`src/rtl/param_deserializer.sv`:
```
// Serial-to-parallel frame assembler: collects FEATURES*NUM_OUTS elements into a capture buffer,
// then hands the whole frame to a registered output slot with a valid/ready handshake.
module param_deserializer #(
    parameter int unsigned ELEMENT_BITS = 8,
    parameter int unsigned FEATURES     = 4,
    parameter int unsigned NUM_OUTS     = 2
) (
    input  logic                                     clk,
    input  logic                                     reset_n,
    input  logic                                     start,
    input  logic                                     in_valid,
    input  logic [ELEMENT_BITS-1:0]                  in_data,
    output logic                                     in_ready,
    output logic [NUM_OUTS*FEATURES*ELEMENT_BITS-1:0] out_data,
    output logic                                     out_valid,
    input  logic                                     out_ready,
    output logic                                     done,
    output logic                                     busy
);

    localparam int unsigned TOTAL  = FEATURES * NUM_OUTS;
    localparam int unsigned FrameW = TOTAL * ELEMENT_BITS;
    localparam int unsigned CntW   = (TOTAL > 1) ? $clog2(TOTAL) : 1;

    typedef enum logic [1:0] {StIdle, StCollect, StLoad} state_e;

    state_e                  state_q, state_d;
    logic [CntW-1:0]         cnt_q, cnt_d;
    logic [ELEMENT_BITS-1:0] cap_q [TOTAL];
    logic [ELEMENT_BITS-1:0] cap_d [TOTAL];
    logic [FrameW-1:0]       cap_flat;
    logic [FrameW-1:0]       out_data_q, out_data_d;
    logic                    out_valid_q, out_valid_d;
    logic                    done_q, done_d;

    // Element k sits at bit k*ELEMENT_BITS, which is vector k/FEATURES, slot k%FEATURES.
    always_comb begin
        cap_flat = '0;
        for (int unsigned k = 0; k < TOTAL; k++) begin
            cap_flat[k*ELEMENT_BITS +: ELEMENT_BITS] = cap_q[k];
        end
    end

    always_comb begin
        state_d     = state_q;
        cnt_d       = cnt_q;
        cap_d       = cap_q;
        out_data_d  = out_data_q;
        out_valid_d = out_valid_q;
        done_d      = 1'b0;

        if (out_valid_q && out_ready) begin
            out_valid_d = 1'b0;
        end

        unique case (state_q)
            StIdle: begin
                if (start) begin
                    state_d = StCollect;
                    cnt_d   = '0;
                end
            end
            StCollect: begin
                if (in_valid) begin
                    for (int unsigned k = 0; k < TOTAL; k++) begin
                        if (cnt_q == CntW'(k)) begin
                            cap_d[k] = in_data;
                        end
                    end
                    if (cnt_q == CntW'(TOTAL - 1)) begin
                        cnt_d   = '0;
                        state_d = StLoad;
                    end else begin
                        cnt_d = cnt_q + CntW'(1);
                    end
                end
            end
            StLoad: begin
                // A load may coincide with the drain of the previous frame.
                if (!out_valid_q || out_ready) begin
                    out_data_d  = cap_flat;
                    out_valid_d = 1'b1;
                    done_d      = 1'b1;
                    state_d     = StIdle;
                end
            end
            default: state_d = StIdle;
        endcase
    end

    always_ff @(posedge clk) begin
        if (!reset_n) begin
            state_q     <= StIdle;
            cnt_q       <= '0;
            out_data_q  <= '0;
            out_valid_q <= 1'b0;
            done_q      <= 1'b0;
        end else begin
            state_q     <= state_d;
            cnt_q       <= cnt_d;
            out_data_q  <= out_data_d;
            out_valid_q <= out_valid_d;
            done_q      <= done_d;
        end
    end

    // Capture buffer is always overwritten before use, so it carries no reset.
    always_ff @(posedge clk) begin
        cap_q <= cap_d;
    end

    assign in_ready  = (state_q == StCollect);
    assign busy      = (state_q != StIdle);
    assign out_data  = out_data_q;
    assign out_valid = out_valid_q;
    assign done      = done_q;

endmodule

```
`config.mk`:
```
export PLATFORM = sky130hd
export DESIGN_NAME = param_deserializer
export DESIGN_NICKNAME = d
export VERILOG_FILES = /design/src/rtl/param_deserializer.sv
export SDC_FILE = /design/constraint.sdc
export NUM_CORES = 1
export LEC_CHECK = 0
export ABC_AREA = 1
export ABC_CLOCK_PERIOD_IN_PS = 3200
export BUFFER_PORTS_ARGS = -buffer_cell sky130_fd_sc_hd__buf_2
export CAP_MARGIN = 40
export CORE_ASPECT_RATIO = 0.5
export CORE_MARGIN = 2
export CORE_UTILIZATION = 30
export DETAILED_ROUTE_END_ITERATION = 12
export SLEW_MARGIN = 20
export SYNTH_ARGS = -nofsm -noshare
export SYNTH_HDL_FRONTEND = slang
export SYNTH_SLANG_ARGS = --single-unit
```
`constraint.sdc`:
```
create_clock -name clk -period 3.2 [get_ports clk]
set_input_delay 0 -clock clk [delete_from_list [all_inputs] [get_ports clk]]
set_output_delay 0 -clock clk [all_outputs]
set_load 0.02 [all_outputs]
```
== Yosys cells after proc, flatten, opt, wreduce, memory -nomap -nowiden ==
Index checks and enable logic that the tools add are counted.

* Logic and storage cells: 59
* Flip-flop bits (word level): 135
* Bits of input ports: 13
* Output and inout bits: 68

* Reduce and logical (&&, ||, !) cells: 19
* Mux-type cells: 13
* Equality and inequality tests: 13
* Add/subtract/negate cells: 1

{| class="wikitable"
|+ Operators with widths
! kind !! count
|-
| $reduce_and A3 Y1 || 9
|-
| $eq A3 B3 Y1 const B || 4
|-
| $mux W3 || 3
|-
| $mux W2 || 4
|-
| $eq A3 B2 Y1 const B || 2
|-
| $ne A2 B2 Y1 const B || 3
|-
| $pmux W2 S3 || 1
|-
| $pmux W3 S2 || 1
|-
| $mux W1 || 4
|-
| $reduce_and A2 Y1 || 2
|-
| $reduce_and A4 Y1 || 1
|-
| $reduce_bool A2 Y1 || 2
|-
| $add A3 B1 Y3 const B || 1
|-
| $eq A3 B1 Y1 const B || 1
|-
| $logic_not A3 Y1 || 1
|-
| $eq A2 B1 Y1 const B || 1
|-
| $eq A2 B2 Y1 const B || 1
|-
| $logic_not A2 Y1 || 1
|-
| $ne A2 B1 Y1 const B || 1
|-
| $logic_and A1 B1 Y1 || 1
|-
| $logic_not A1 Y1 || 1
|-
| $logic_or A1 B1 Y1 || 1
|}

== Logic depth before layout (Yosys ltp) ==
Gate-level depths: netlist of the first run.

* Depth after elaboration: 4
* Gate-level depth with buffers: 8
* Depth with buffers taken out: 8

== Worst setup path before layout of the first run ==
No wires, ideal clock.

* Path type: register to register
* Start point: reg state_q[1]
* End point: reg cap_q (netlist bit cap_flat[0]) (enable)
* Cell stages (with the launch flop): 6
* Setup slack: 1.542 ns
* Buffers on the path: 0
* Required time: 2.817 ns
* Clock period less this slack: 1.658 ns
* Arrival: 1.274 ns
* Cells stage by stage: dfxtp_1 inv_2 nand2_1 nor2_2 inv_2 nor3_1

* Word-level cells in the longest chain between the ends: 2

{| class="wikitable"
|+ Ends and longest elaborated chain
! item !! line !! text
|-
| from (decl) || 27 || <nowiki>state_e state_q, state_d;</nowiki>
|-
| from (signal assigned) || 93 || <nowiki>state_q <= StIdle;</nowiki>
|-
| from (signal assigned) || 99 || <nowiki>state_q <= state_d;</nowiki>
|-
| $eq A2 B1 Y1 || 56 || <nowiki>unique case (state_q)</nowiki>
|-
| $reduce_and A3 Y1 (no line) || - ||
|-
| to (signal assigned) || 109 || <nowiki>cap_q <= cap_d;</nowiki>
|-
| to (decl) || 29 || <nowiki>logic [ELEMENT_BITS-1:0] cap_q [TOTAL];</nowiki>
|}

No other way between the ends.
A chain may end at the register's enable or synchronous reset.

== Worst setup path after layout of the first run ==
* Start point: reg state_q[0]
* End point: reg cap_q (netlist bit cap_flat[27]) (enable)

The elaborated chain is that of the path after synthesis.

==> out/results.txt, run 1 <==
The detailed-routed wire length on met2 was 4870 um; the H-tree depth was 4. The die covers 0.0166 mm^2. Using the TritonRoute via totals, the vias-per-cell ratio works out to 4.33. The worst path required time is 3230 ps. On the critical path, the stage with the largest delay is an instance of sky130_fd_sc_hd__nor2_1. For this run, the slowest stage of the critical path takes 550 ps. TritonCTS created 17 clock buffers.

Height of the die: 92.2 um. Setup repair after global routing left no endpoint under its margin. The maximum achievable frequency was 583 MHz; the final net count was 530. Once detailed placement completed, the half-perimeter wirelength came to 6250 um.

The post-detailed-placement cell area was 0.00522 mm^2; the wire length of the first global-routing pass was 16100 um. The run finished with clean final reports. For this block, the routed nets add up to 10300 um of wire. Final weighted congestion in routability-driven placement: 0.763. The total negative slack is 0 ps, and the logic depth of the worst path, buffers included is 4.

The total global-route track usage was 12.7%. Dominant register cell in the synthesized netlist: sky130_fd_sc_hd__dfxtp_1. Measured against its own limit, the worst slew margin works out to 51.2%. After detailed routing, the met3 layer carries 428 um of wire. The fraction of synthesis flops using an asynchronous set or reset pin was 0%. The cell area that synthesis handed to floorplanning was 0.00467 mm^2. TritonCTS built the clock tree. Yosys mapped the design onto 21 distinct sky130hd cell types. The top cell type by area accounts for 41.2% of the synthesized area.

Setup violations remaining at the end of the flow were counted as 0. Worst min-delay path category: in2reg. The overall power is 0.00403 W, and the clock transition at the registers of the reported paths is 60 ps. The number of inserted filler cells in the final layout was 1464; the clock period minus final worst setup slack was 1720 ps.

The floorplan has 32 rows. The cell count after synthesis came out at 414. Counting instances, the worst hold path has a depth of 8. The detailed router placed 3155 vias in this run. Across the VDD grid, the largest voltage drop is 0.000369 V. Entering global routing, the biggest net connects 65 pins.

The leading area contributor after synthesis was sky130_fd_sc_hd__edfxtp_1. The part of the Yosys area used for sequential elements was 71.6%; the data arrival time of the critical path was 1750 ps. The synthesis warning total came out at 0. STA classifies the critical path endpoint as a flip-flop.

The core outline area was 0.0153 mm^2; the via count of the first global-routing pass was 3078. The most common cell in the synthesized netlist was sky130_fd_sc_hd__nor2_1. In this run the power density over the cells is 675 mW/mm^2.

Sorting the synthesized cells by how often they occur yields sky130_fd_sc_hd__nor2_1 (137), sky130_fd_sc_hd__dfxtp_1 (71), sky130_fd_sc_hd__edfxtp_1 (64). The buffers plus inverters on the worst setup path came out at 1. In this run, synthesis inferred 64 flip-flops with an integrated enable. For this run, the detailed router's first-pass iteration total came to 5.

The gate family responsible for the most delay along the worst path was simple AND/OR/NAND/NOR gates. The setup path with the least slack is of type reg2reg. In this run the horizontal extent of the chip is 180 um. The tools report the reported max-cap violation count as 0.

The maximum count of clock buffers along a single path is 2, and the slew at the pin closest to its max-slew limit is 731 ps. At the later pin of the worst-skew pair, clock insertion delay measures 410 ps. Count of port buffers added during placement: 80.

Post-route clock period utilization: 53.6%. The leakage component of the power was 2.62 nW; the initial core utilization was 30.5%. The signal on the critical path passes through nand2_1 > nor2_2 > inv_2 > nor2_1. CTS saw 135 sinks. In the final routed layout, each cell accounts on average for 14.1 um. The biggest fanout along the worst timing path was 8. Summing all non-filler instances in the final layout gives an area of 0.00597 mm^2. The highest layer touched by signal routing is met4. Number of remaining DRC errors: 0. In this run, post-CTS repair resized a total of 0 instances. The number of nets handed over by synthesis was 433.

From synthesis to final layout, the design area changed by 27.9%. The run gives 0 as the initial antenna violation count. The register bit total from synthesis was 135; the synthesized area per cell was 11.3 um^2.

In this run the remaining antenna-violating nets after routing total 0. The worst reg-to-reg path cell count came out at 4. The tools report the sum of routed wire segments on met1 as 4840 um.

In the final layout, the share of cells above drive strength 1 is 24.4%. The total overflow left after global routing is 0. The repair_antennas step left the layout with diodes totalling 0. The CTS root buffer is sky130_fd_sc_hd__clkbuf_16. On the final layout, the worst clock skew is 10.9 ps. The first routing iteration left 235 violations.

The number of hold violations in the final report was 0; the total I/O pin count was 81. By area the synthesized netlist is led by sky130_fd_sc_hd__edfxtp_1 (41%), sky130_fd_sc_hd__dfxtp_1 (30%), sky130_fd_sc_hd__nor2_1 (11%). STA classifies the critical path startpoint as a flip-flop. The run gives 0 as the final count of pins violating max slew.
[cell usage in the layout (no fill, tap or decap)]
cell type	count
sky130_fd_sc_hd__a21oi_1	3
sky130_fd_sc_hd__a21oi_4	1
sky130_fd_sc_hd__buf_12	1
sky130_fd_sc_hd__buf_2	80
sky130_fd_sc_hd__buf_4	8
sky130_fd_sc_hd__bufinv_16	2
sky130_fd_sc_hd__clkbuf_16	20
sky130_fd_sc_hd__clkbuf_8	2
sky130_fd_sc_hd__clkinv_2	1
sky130_fd_sc_hd__clkinv_4	3
sky130_fd_sc_hd__clkinvlp_4	1
sky130_fd_sc_hd__dfxtp_1	71
sky130_fd_sc_hd__dlygate4sd3_1	10
sky130_fd_sc_hd__edfxtp_1	64
sky130_fd_sc_hd__ha_1	6
sky130_fd_sc_hd__inv_1	16
sky130_fd_sc_hd__inv_2	4
sky130_fd_sc_hd__inv_6	3
sky130_fd_sc_hd__nand2_1	15
sky130_fd_sc_hd__nand2_2	1
sky130_fd_sc_hd__nand3_1	2
sky130_fd_sc_hd__nor2_1	137
sky130_fd_sc_hd__nor2_2	1
sky130_fd_sc_hd__nor3_1	6
sky130_fd_sc_hd__o21a_1	1
sky130_fd_sc_hd__o21ai_0	14
sky130_fd_sc_hd__o21ai_1	50
sky130_fd_sc_hd__or2_1	1
[metal layers]
layer  vias up  global-route usage [%]
met5         -                       0
met4         0                    5.38
met3        13                    3.49
met2        57                    21.0
met1      1519                    15.8
li1       1566                       -
[area by class of cell]
cell class	instances	area, um^2	area share [%]
clock buffers	22	528	8.84
clock inverters	10	125	2.10
inverters	20	75.1	1.26
multi-input cells	238	1060	17.8
flip-flops and latches	135	3340	56.0
well taps	204	255	4.27
repair buffers	99	581	9.72
[through the flow]
step	util (%)	setup WS, ps	hold slack, ps	instances
after floorplan	-	1540	98.9	414
after global placement	34.0	1550	332	685
after detailed placement	34.1	1520	353	686
after global routing	39.0	1350	178	728
final	39.0	1480	110	728
after CTS	39.0	1480	104	728
[repair_timing]
action                                 4_1_cts  5_1_grt
setup endpoints to repair                    0        0
buffers inserted                             0        0
hold buffers                                10        0
endpoints found under the hold margin       66        0
[logic make-up (layout without fill, tap and decap cells)]
logic type,count (synthesis),in the layout,synth area share (%)
compound gates,69,69,7.53
simple gates,163,163,13.5
buf+inv,41,151,5.79
flops,135,135,71.6
fa+ha+maj,6,6,1.61
[final timing paths]
path | start | end | slack, ps
setup reg to reg | state_q[0] | cap_flat[27] | 1480
hold / removal | start | cnt_q[0] | 110
setup / recovery | state_q[0] | cap_flat[27] | 1480
hold reg to reg | cap_flat[40] | out_data[40] | 460
[sequential cells by signal, summed over array words and instances, names as in the netlist]
signal	cells
done	1
state_q	2
cnt_q	3
cap_flat	64
out_data	64
out_valid	1
[power by group]
part	switching [W]	leakage [nW]	internal [W]	total (W)
clock	0.000730	0.319	0.00134	0.00207
combinational	0.0000869	1.15	0.0000389	0.000126
sequential	0.00000819	1.15	0.00182	0.00183
[worst min-delay path, delay by kind of cell]
family,cells,cell delay [ps]
buf+inv,3,200
simple gates,5,280
No activity file was read; power rests on OpenSTA's default activity.
==> run 2: changes to the inputs <==
--- a/config.mk
+++ b/config.mk
@@ -6,7 +6,7 @@
 export NUM_CORES = 1
 export LEC_CHECK = 0
 export ABC_AREA = 1
-export ABC_CLOCK_PERIOD_IN_PS = 3200
+export ABC_CLOCK_PERIOD_IN_PS = 1500
 export BUFFER_PORTS_ARGS = -buffer_cell sky130_fd_sc_hd__buf_2
 export CAP_MARGIN = 40
 export CORE_ASPECT_RATIO = 0.5
==> constraint.sdc (replaced) <==
create_clock -name clk -period 1.5 [get_ports clk]
set_input_delay 0 -clock clk [delete_from_list [all_inputs] [get_ports clk]]
set_output_delay 0 -clock clk [all_outputs]
set_load 0.02 [all_outputs]
==> out/results.txt, run 2 (synthesis gave the netlist of run 1 again) <==
Initial core utilization: 30.5% (unchanged). The count of port buffers added during placement came out at 80 (unchanged). The total via count after detailed routing was 3128 (-0.86%); the number of inserted filler cells in the final layout was 1485 (+1.4%). The tools report the data arrival time of the critical path as 1740 ps (about the same). CTS placed an instance of sky130_fd_sc_hd__clkbuf_16 at the clock tree root. The fraction of power spent switching nets is 19.8% (-0.65 points). The maximum number of pins on one net before global-route repair is 35 (-46%). The total I/O pin count came out at 81 (unchanged). The run gives 135 (unchanged) as the clock net sink count. Leaving out fill and tap cells, the most frequent cell in the layout is sky130_fd_sc_hd__nor2_1. The average via count per standard cell was 4.27 (-1.4%). The flop-to-flop setup slack came out at 60 ps (-1420 ps).

For the sequential power share, the log shows 46.9% (+1.4 points). The total negative slack was 0 ps (unchanged); the clock period minus final worst setup slack was 1440 ps (-278 ps). The power per unit of standard cell area was 1390 mW/mm^2 (+110%). Compared with the post-synthesis result, the final layout area differs by 28.4%.

The sequential standard cell area was 0.00334 mm^2 (unchanged). The logs give 0.0166 mm^2 (unchanged) for the full die area and 0 (unchanged) for the number of remaining DRC errors. The flow ran to the end, and the final reports show no timing, DRC or antenna violations. The run gives 210 (-11%) as the initial detailed-routing violation count. The run gives 1800 ps (-1430 ps) as the worst path required time. The total congestion overflow after global routing is 0 (unchanged), and the via count of the first global-routing pass is 3023 (-1.8%).

The maximum single-stage delay on the critical path was 340 ps (-210 ps). Area of combinational cells with multiple inputs: 0.00108 mm^2 (+1.2%). The share of post-route cells with drive strength above 1 is 25.2% (+0.76 points), and the setup-violating endpoint count in the final report is 0 (unchanged). Average wire per standard cell: 13.4 um (-4.9%).

The worst reg-to-reg path cell count came out at 5 (+1). The worst hold path stage count came out at 5 (-3). The number of hold violations in the final report was 0 (unchanged); the final setup slack of the worst path was 61.7 ps (-1420 ps). The run gives 534 (+0.75%) as the final net count. The combinational fraction of design power came out at 3.4% (+0.3 points). Total length of routed wires: 9830 um (-4.4%). The height of the die is 92.2 um (unchanged). The tools report the final count of pins violating max slew as 0 (unchanged). Cell type with the highest occurrence count on the critical path: sky130_fd_sc_hd__ha_1.

Tracing the worst setup path back leads to its startpoint at cnt_q[0]. Walking the worst path, the cells encountered are ha_1 > ha_1 > nand2_1 > clkinvlp_4 > o21a_1. The worst-skew pair later-pin latency is 410 ps (about the same), and the post-route clock period utilization is 95.9% (+42 points). The H-tree depth is 4 (unchanged), and the headroom to the max-slew limit is 68.5% (+17 points). The tools report the HPWL reported at the end of detailed placement as 6440 um (+3.0%). The tools report the maximum count of clock buffers along a single path as 2 (unchanged).

The worst setup path is launched from a flip-flop. The tools report the initial antenna violation count as 0 (unchanged). The buffers plus inverters on the worst setup path is 1 (unchanged), and the die width is 180 um (unchanged). The logs give 15300 um (-4.4%) for the wire length of the first global-routing pass and 0 (unchanged) for the number of diodes. The critical path ends at state_q[1]. In the layout the commonest cells are sky130_fd_sc_hd__nor2_1 (137), sky130_fd_sc_hd__buf_2 (80), sky130_fd_sc_hd__dfxtp_1 (71). The slowest stage cell on the critical path is sky130_fd_sc_hd__dfxtp_1. The total internal power is 0.00669 W (+110%), and the iteration count of the initial detailed-routing pass is 4 (-1). TritonCTS built the clock tree. The final weighted congestion in routability-driven placement is 0.771 (+1.0%). The switching power is 0.00165 W (+100%), and the leakage component of the power is 2.62 nW (about the same).

The final setup skew was 7.74 ps (-3.15 ps). The critical path class is reg2reg. The number of CTS-inserted buffers is 17 (unchanged), and the clock network fraction of total power is 49.7% (-1.7 points). Setup repair after global routing could not meet its margin everywhere. The biggest fanout along the worst timing path was 9 (+1).

The path class of the tightest hold or removal check is in2reg. Logic depth of the worst path, buffers included: 5 (+1). The worst setup path is captured at a flip-flop. The gate family responsible for the most delay along the worst path is adder cells. The run gives 695 MHz (+19%) as the maximum achievable frequency.

The critical register-to-register path endpoint was state_q[1]. The post-route worst hold slack is 32.5 ps (-77.1 ps), and the reported max-cap violation count is 0 (unchanged). The tools report the worst voltage drop across the vdd grid as 0.000828 V (+120%). The count of antenna-violating nets left after detailed routing came out at 0 (unchanged).

The startpoint identified for the worst register-to-register timing path is cnt_q[0]. Total global-route track usage: 12.4% (-0.34 points). The clock transition at the registers of the reported paths works out to 50 ps (about the same). The logs give 32 (unchanged) for the row count and 36.9 ps (-1480 ps) for the worst slack at placement. For the core outline area, the log shows 0.0153 mm^2 (unchanged). The slew at the pin closest to its max-slew limit works out to 472 ps (-259 ps).
[run 2: changes by cell type in the layout (fill, tap and decap cells not counted), sizes merged]
cell | previous run | this run
clkbuf | 22 | 26
buf | 89 | 94
dlygate4sd3 | 10 | 9
clkinvlp | 1 | 2
bufinv | 2 | 1
inv | 23 | 19
[run 2: power groups by stage]
stage | logic (W) | registers [W] | clock network (W)
detailed placement | 0.000262 | 0.00399 | 0
global route | 0.000318 | 0.00392 | 0.00437
CTS | 0.000281 | 0.00391 | 0.00420
global placement | 0.000267 | 0.00399 | 0
floorplan | 0.000141 | 0.00399 | 0
finish | 0.000285 | 0.00391 | 0.00414
[run 2: layout make-up]
| type | instances | share of cell area [%] |
|---|---|---|
| multi-input combinational | 238 | 17.9 |
| clock buffer | 26 | 9.22 |
| tap | 204 | 4.26 |
| clock inverter | 6 | 0.960 |
| timing repair buffer | 103 | 10.6 |
| inverter | 20 | 1.31 |
| sequential | 135 | 55.7 |
[run 2: repair_timing]
action                                 CTS  global route
setup buffers                            0             0
gates resized for setup                  0             4
hold buffers                             9             0
endpoints found under the hold margin   65             0
setup endpoints to repair                0            48
[run 2: worst min path at each step]
stage,startpoint,endpoint
floorplan,in_data[0],cap_flat[0]
finish,in_valid,cnt_q[1]
CTS,in_valid,cnt_q[1]
global placement,out_ready,out_valid
global route,reset_n,state_q[0]
detailed placement,in_data[7],cap_flat[23]
[run 2: worst register-to-register path, stage by stage, from the launching register on]
cell and delay [ps]:
sky130_fd_sc_hd__dfxtp_1 340, sky130_fd_sc_hd__ha_1 230, sky130_fd_sc_hd__ha_1 200, sky130_fd_sc_hd__nand2_1 110, sky130_fd_sc_hd__clkinvlp_4 220, sky130_fd_sc_hd__o21a_1 240
[run 2: metal layers]
layer	global-route usage (%)	part of all wire (%)	vias to the layer above
met5	0	0	-
met4	4.70	1.4	0
met3	4.21	4.6	10
met2	20.1	48	60
met1	15.3	45	1478
li1	-	-	1580
[run 2: metrics by stage]
stage          util (%)  instance area [um^2]  total power (W)  std cells
6_report           39.2                  6000          0.00834        732
5_1_grt            39.2                  6000          0.00861        732
4_1_cts            39.1                  5980          0.00840        732
3_5_place_dp       34.5                  5280          0.00425        691
3_3_place_gp       34.5                  5280          0.00426        691
2_1_floorplan         -                  4670          0.00413        414
==> run 3: changes to the inputs <==
--- a/config.mk
+++ b/config.mk
@@ -6,7 +6,7 @@
 export NUM_CORES = 1
 export LEC_CHECK = 0
 export ABC_AREA = 1
-export ABC_CLOCK_PERIOD_IN_PS = 1500
+export ABC_CLOCK_PERIOD_IN_PS = 1400
 export BUFFER_PORTS_ARGS = -buffer_cell sky130_fd_sc_hd__buf_2
 export CAP_MARGIN = 40
 export CORE_ASPECT_RATIO = 0.5
==> constraint.sdc (replaced) <==
create_clock -name clk -period 1.4 [get_ports clk]
set_input_delay 0 -clock clk [delete_from_list [all_inputs] [get_ports clk]]
set_output_delay 0 -clock clk [all_outputs]
set_load 0.02 [all_outputs]
==> out/results.txt, run 3 (synthesis gave the netlist of run 1 again) <==
For the wire length of the first global-routing pass, the log shows 15700 um (+2.0%). The iteration count of the initial detailed-routing pass came out at 4 (unchanged). The logs give 6.46 ps (-1.28 ps) for the final setup skew and 178 (-15%) for the initial detailed-routing violation count. The number of hold violations in the final report was 0 (unchanged). Walking the worst path, the cells encountered are nand2_2 > nor2_4 > inv_4 > nor3_2 > buf_6. The run gives 48.8% (+1.9 points) as the sequential power share. The startpoint identified for the worst register-to-register timing path is state_q[0]. Average via count per standard cell: 4.27 (-0.17%). The tools report the total global-route track usage as 12.5% (+0.14 points).

The flow ran to the end, and the final reports show no timing, DRC or antenna violations. The post-route clock period utilization came out at 95.6% (-0.26 points). The initial antenna violation count is 0 (unchanged).

The maximum achievable frequency is 747 MHz (+7.4%), and the leakage component of the power is 2.62 nW (-0.17%). The logs give 0 (unchanged) for the number of remaining DRC errors and 0.000944 V (+14%) for the worst voltage drop across the vdd grid. The share of post-route cells with drive strength above 1 was 26.3% (+1.1 points).

TritonCTS built the clock tree. HPWL reported at the end of detailed placement: 6430 um (-0.24%). The setup-violating endpoint count in the final report is 0 (unchanged), and the share of the core filled with cells is 39.4% (+0.20 points).

The combinational fraction of design power was 4.0% (+0.6 points); the count of antenna-violating nets left after detailed routing was 0 (unchanged). The core outline area was 0.0153 mm^2 (unchanged); the total negative slack was 0 ps (unchanged). The met2 track utilization from global routing was 20.5% (+0.45 points).

Global-route met3 utilization: 4.09% (-0.12 points). Biggest fanout along the worst timing path: 8 (-1). The clock period minus final worst setup slack works out to 1340 ps (-99.5 ps). The count of port buffers added during placement works out to 80 (unchanged). The run gives 2 (unchanged) as the maximum count of clock buffers along a single path. For the maximum number of pins on one net before global-route repair, the log shows 66 (+89%). The clock network fraction of total power was 47.2% (-2.5 points); the data arrival time of the critical path was 1450 ps (-290 ps). The worst hold path stage count was 3 (-2); the power per unit of standard cell area was 1430 mW/mm^2 (+2.5%). The routing usage on met1 was 15.3% (+0.044 points). Number of inserted filler cells in the final layout: 1502 (+1.1%). The end point of the critical path is cap_flat[53]. Clock transition at the registers of the reported paths: 50 ps (about the same). For the full die area, the log shows 0.0166 mm^2 (unchanged). The total via count after detailed routing is 3127 (-0.032%).

The number of CTS-inserted buffers was 17 (unchanged). Fraction of power spent switching nets: 20.2% (+0.42 points). The worst reg-to-reg path cell count works out to 5 (unchanged). The growth of design area from synthesis to finish is 29.1%, and the total I/O pin count is 81 (unchanged). The flop-to-flop setup slack was 60 ps (about the same); the H-tree depth was 4 (unchanged).

Leaving out fill and tap cells, the most frequent cell in the layout is sky130_fd_sc_hd__nor2_1. The tools report the reported max-cap violation count as 0 (unchanged). The number of diodes came out at 0 (unchanged). Slowest stage cell on the critical path: sky130_fd_sc_hd__dfxtp_1. The startpoint class of the critical path is a flip-flop. The library cells used most frequently in the layout, excluding fill and tap cells, are sky130_fd_sc_hd__nor2_1 (136), sky130_fd_sc_hd__buf_2 (80), sky130_fd_sc_hd__dfxtp_1 (68). The tools report the row count as 32 (unchanged). For the total length of routed wires, the log shows 10000 um (+1.9%). The clock net sink count was 135 (unchanged); the final non-filler cell area was 0.00603 mm^2 (+0.52%). Worst min-delay path category: in2reg.

The critical path is of the reg2reg type. The headroom to the max-slew limit was 67.0% (-1.5 points). The overall power was 0.00860 W (+3.0%); the average wire per standard cell was 13.7 um (+1.8%). The logs give 0.00533 mm^2 (+0.85%) for the post-detailed-placement cell area and 1510 ps (-290 ps) for the worst path required time. The run gives 0.760 (-1.4%) as the final weighted congestion in routability-driven placement. The final count of pins violating max slew is 0 (unchanged), and the buffers plus inverters on the worst setup path is 2 (+1).

Setup repair after global routing could not meet its margin everywhere. Height of the die: 92.2 um (unchanged). The slew at the pin closest to its max-slew limit is 494 ps (+22.0 ps), and the final net count is 535 (+0.19%).

The die width works out to 180 um (unchanged). The global-route layer with the greatest usage is met2. The total internal power is 0.00686 W (+2.5%), and the via count of the first global-routing pass is 3007 (-0.53%). The cell sitting at the root of the clock tree is a sky130_fd_sc_hd__clkbuf_16. Initial core utilization: 30.5% (unchanged).

For the worst-skew pair later-pin latency, the log shows 410 ps (about the same). On the critical path the largest part of the delay comes from flip-flops. The worst register-to-register path ends at cap_flat[53]. The switching power is 0.00174 W (+5.2%).

In this run the worst setup path begins at state_q[0]. Maximum single-stage delay on the critical path: 400 ps (+60 ps). The critical path endpoint category is a flip-flop.

The tools report the total congestion overflow after global routing as 0 (unchanged). The logic depth of the worst path, buffers included works out to 5 (unchanged).
[run 3: area by class of cell]
| class | count | area [um^2] | area share [%] |
|---|---|---|---|
| inverters | 20 | 80.1 | 1.33 |
| clock inverters | 3 | 15.0 | 0.249 |
| multi-input cells | 238 | 1120 | 18.6 |
| clock buffers | 29 | 533 | 8.84 |
| flip-flops and latches | 135 | 3350 | 55.5 |
| well taps | 204 | 255 | 4.23 |
| repair buffers | 104 | 676 | 11.2 |
[run 3: power groups by stage]
| stage | clock network (W) | logic (W) | registers, W |
|---|---|---|---|
| finish | 0.00406 | 0.000342 | 0.00420 |
| global route | 0.00431 | 0.000375 | 0.00420 |
| CTS | 0.00413 | 0.000321 | 0.00419 |
| detailed placement | 0 | 0.000295 | 0.00427 |
| global placement | 0 | 0.000296 | 0.00427 |
| floorplan | 0 | 0.000159 | 0.00427 |
[run 3: worst reg2reg max path, delay by kind of cell (launching register included)]
kind,cells,cell delay (ps)
and+or+nand+nor,3,400
buffers and inverters,2,260
DFF,1,400
[run 3: worst min path at each step]
stage / startpoint / endpoint / slack (ps)
after floorplan: in_data[0] / cap_flat[0] / 100
after global placement: out_ready / out_valid / 360
after detailed placement: out_ready / out_valid / 350
after CTS: reset_n / cnt_q[0] / 60
after global routing: reset_n / cnt_q[0] / 90
final: reset_n / cnt_q[0] / 60
[run 3: stage by stage]
| step | std cells | hold WS, ps | setup WS (ps) |
|---|---|---|---|
| final | 733 | 64.0 | 61.2 |
| after global routing | 733 | 86.6 | -11.2 |
| after CTS | 733 | 59.4 | -2.22 |
| after detailed placement | 691 | 354 | -17.7 |
| after global placement | 691 | 361 | 3.37 |
| after floorplan | 414 | 98.9 | -32.5 |
[run 3: what timing repair did]
| action | in CTS | in global routing |
|---|---|---|
| hold buffers | 9 | 0 |
| setup buffers | 1 | 0 |
| pin swaps | 1 | 0 |
| cloned | 0 | 0 |
| endpoints found under the hold margin | 65 | 0 |
| setup endpoints to repair | 22 | 68 |
| gates resized for setup | 1 | 17 |
[run 3: metal layers]
layer	vias up	wire, um
li1	1578	-
met1	1490	4690
met2	49	4880
met3	10	314
met4	0	129
met5	-	0
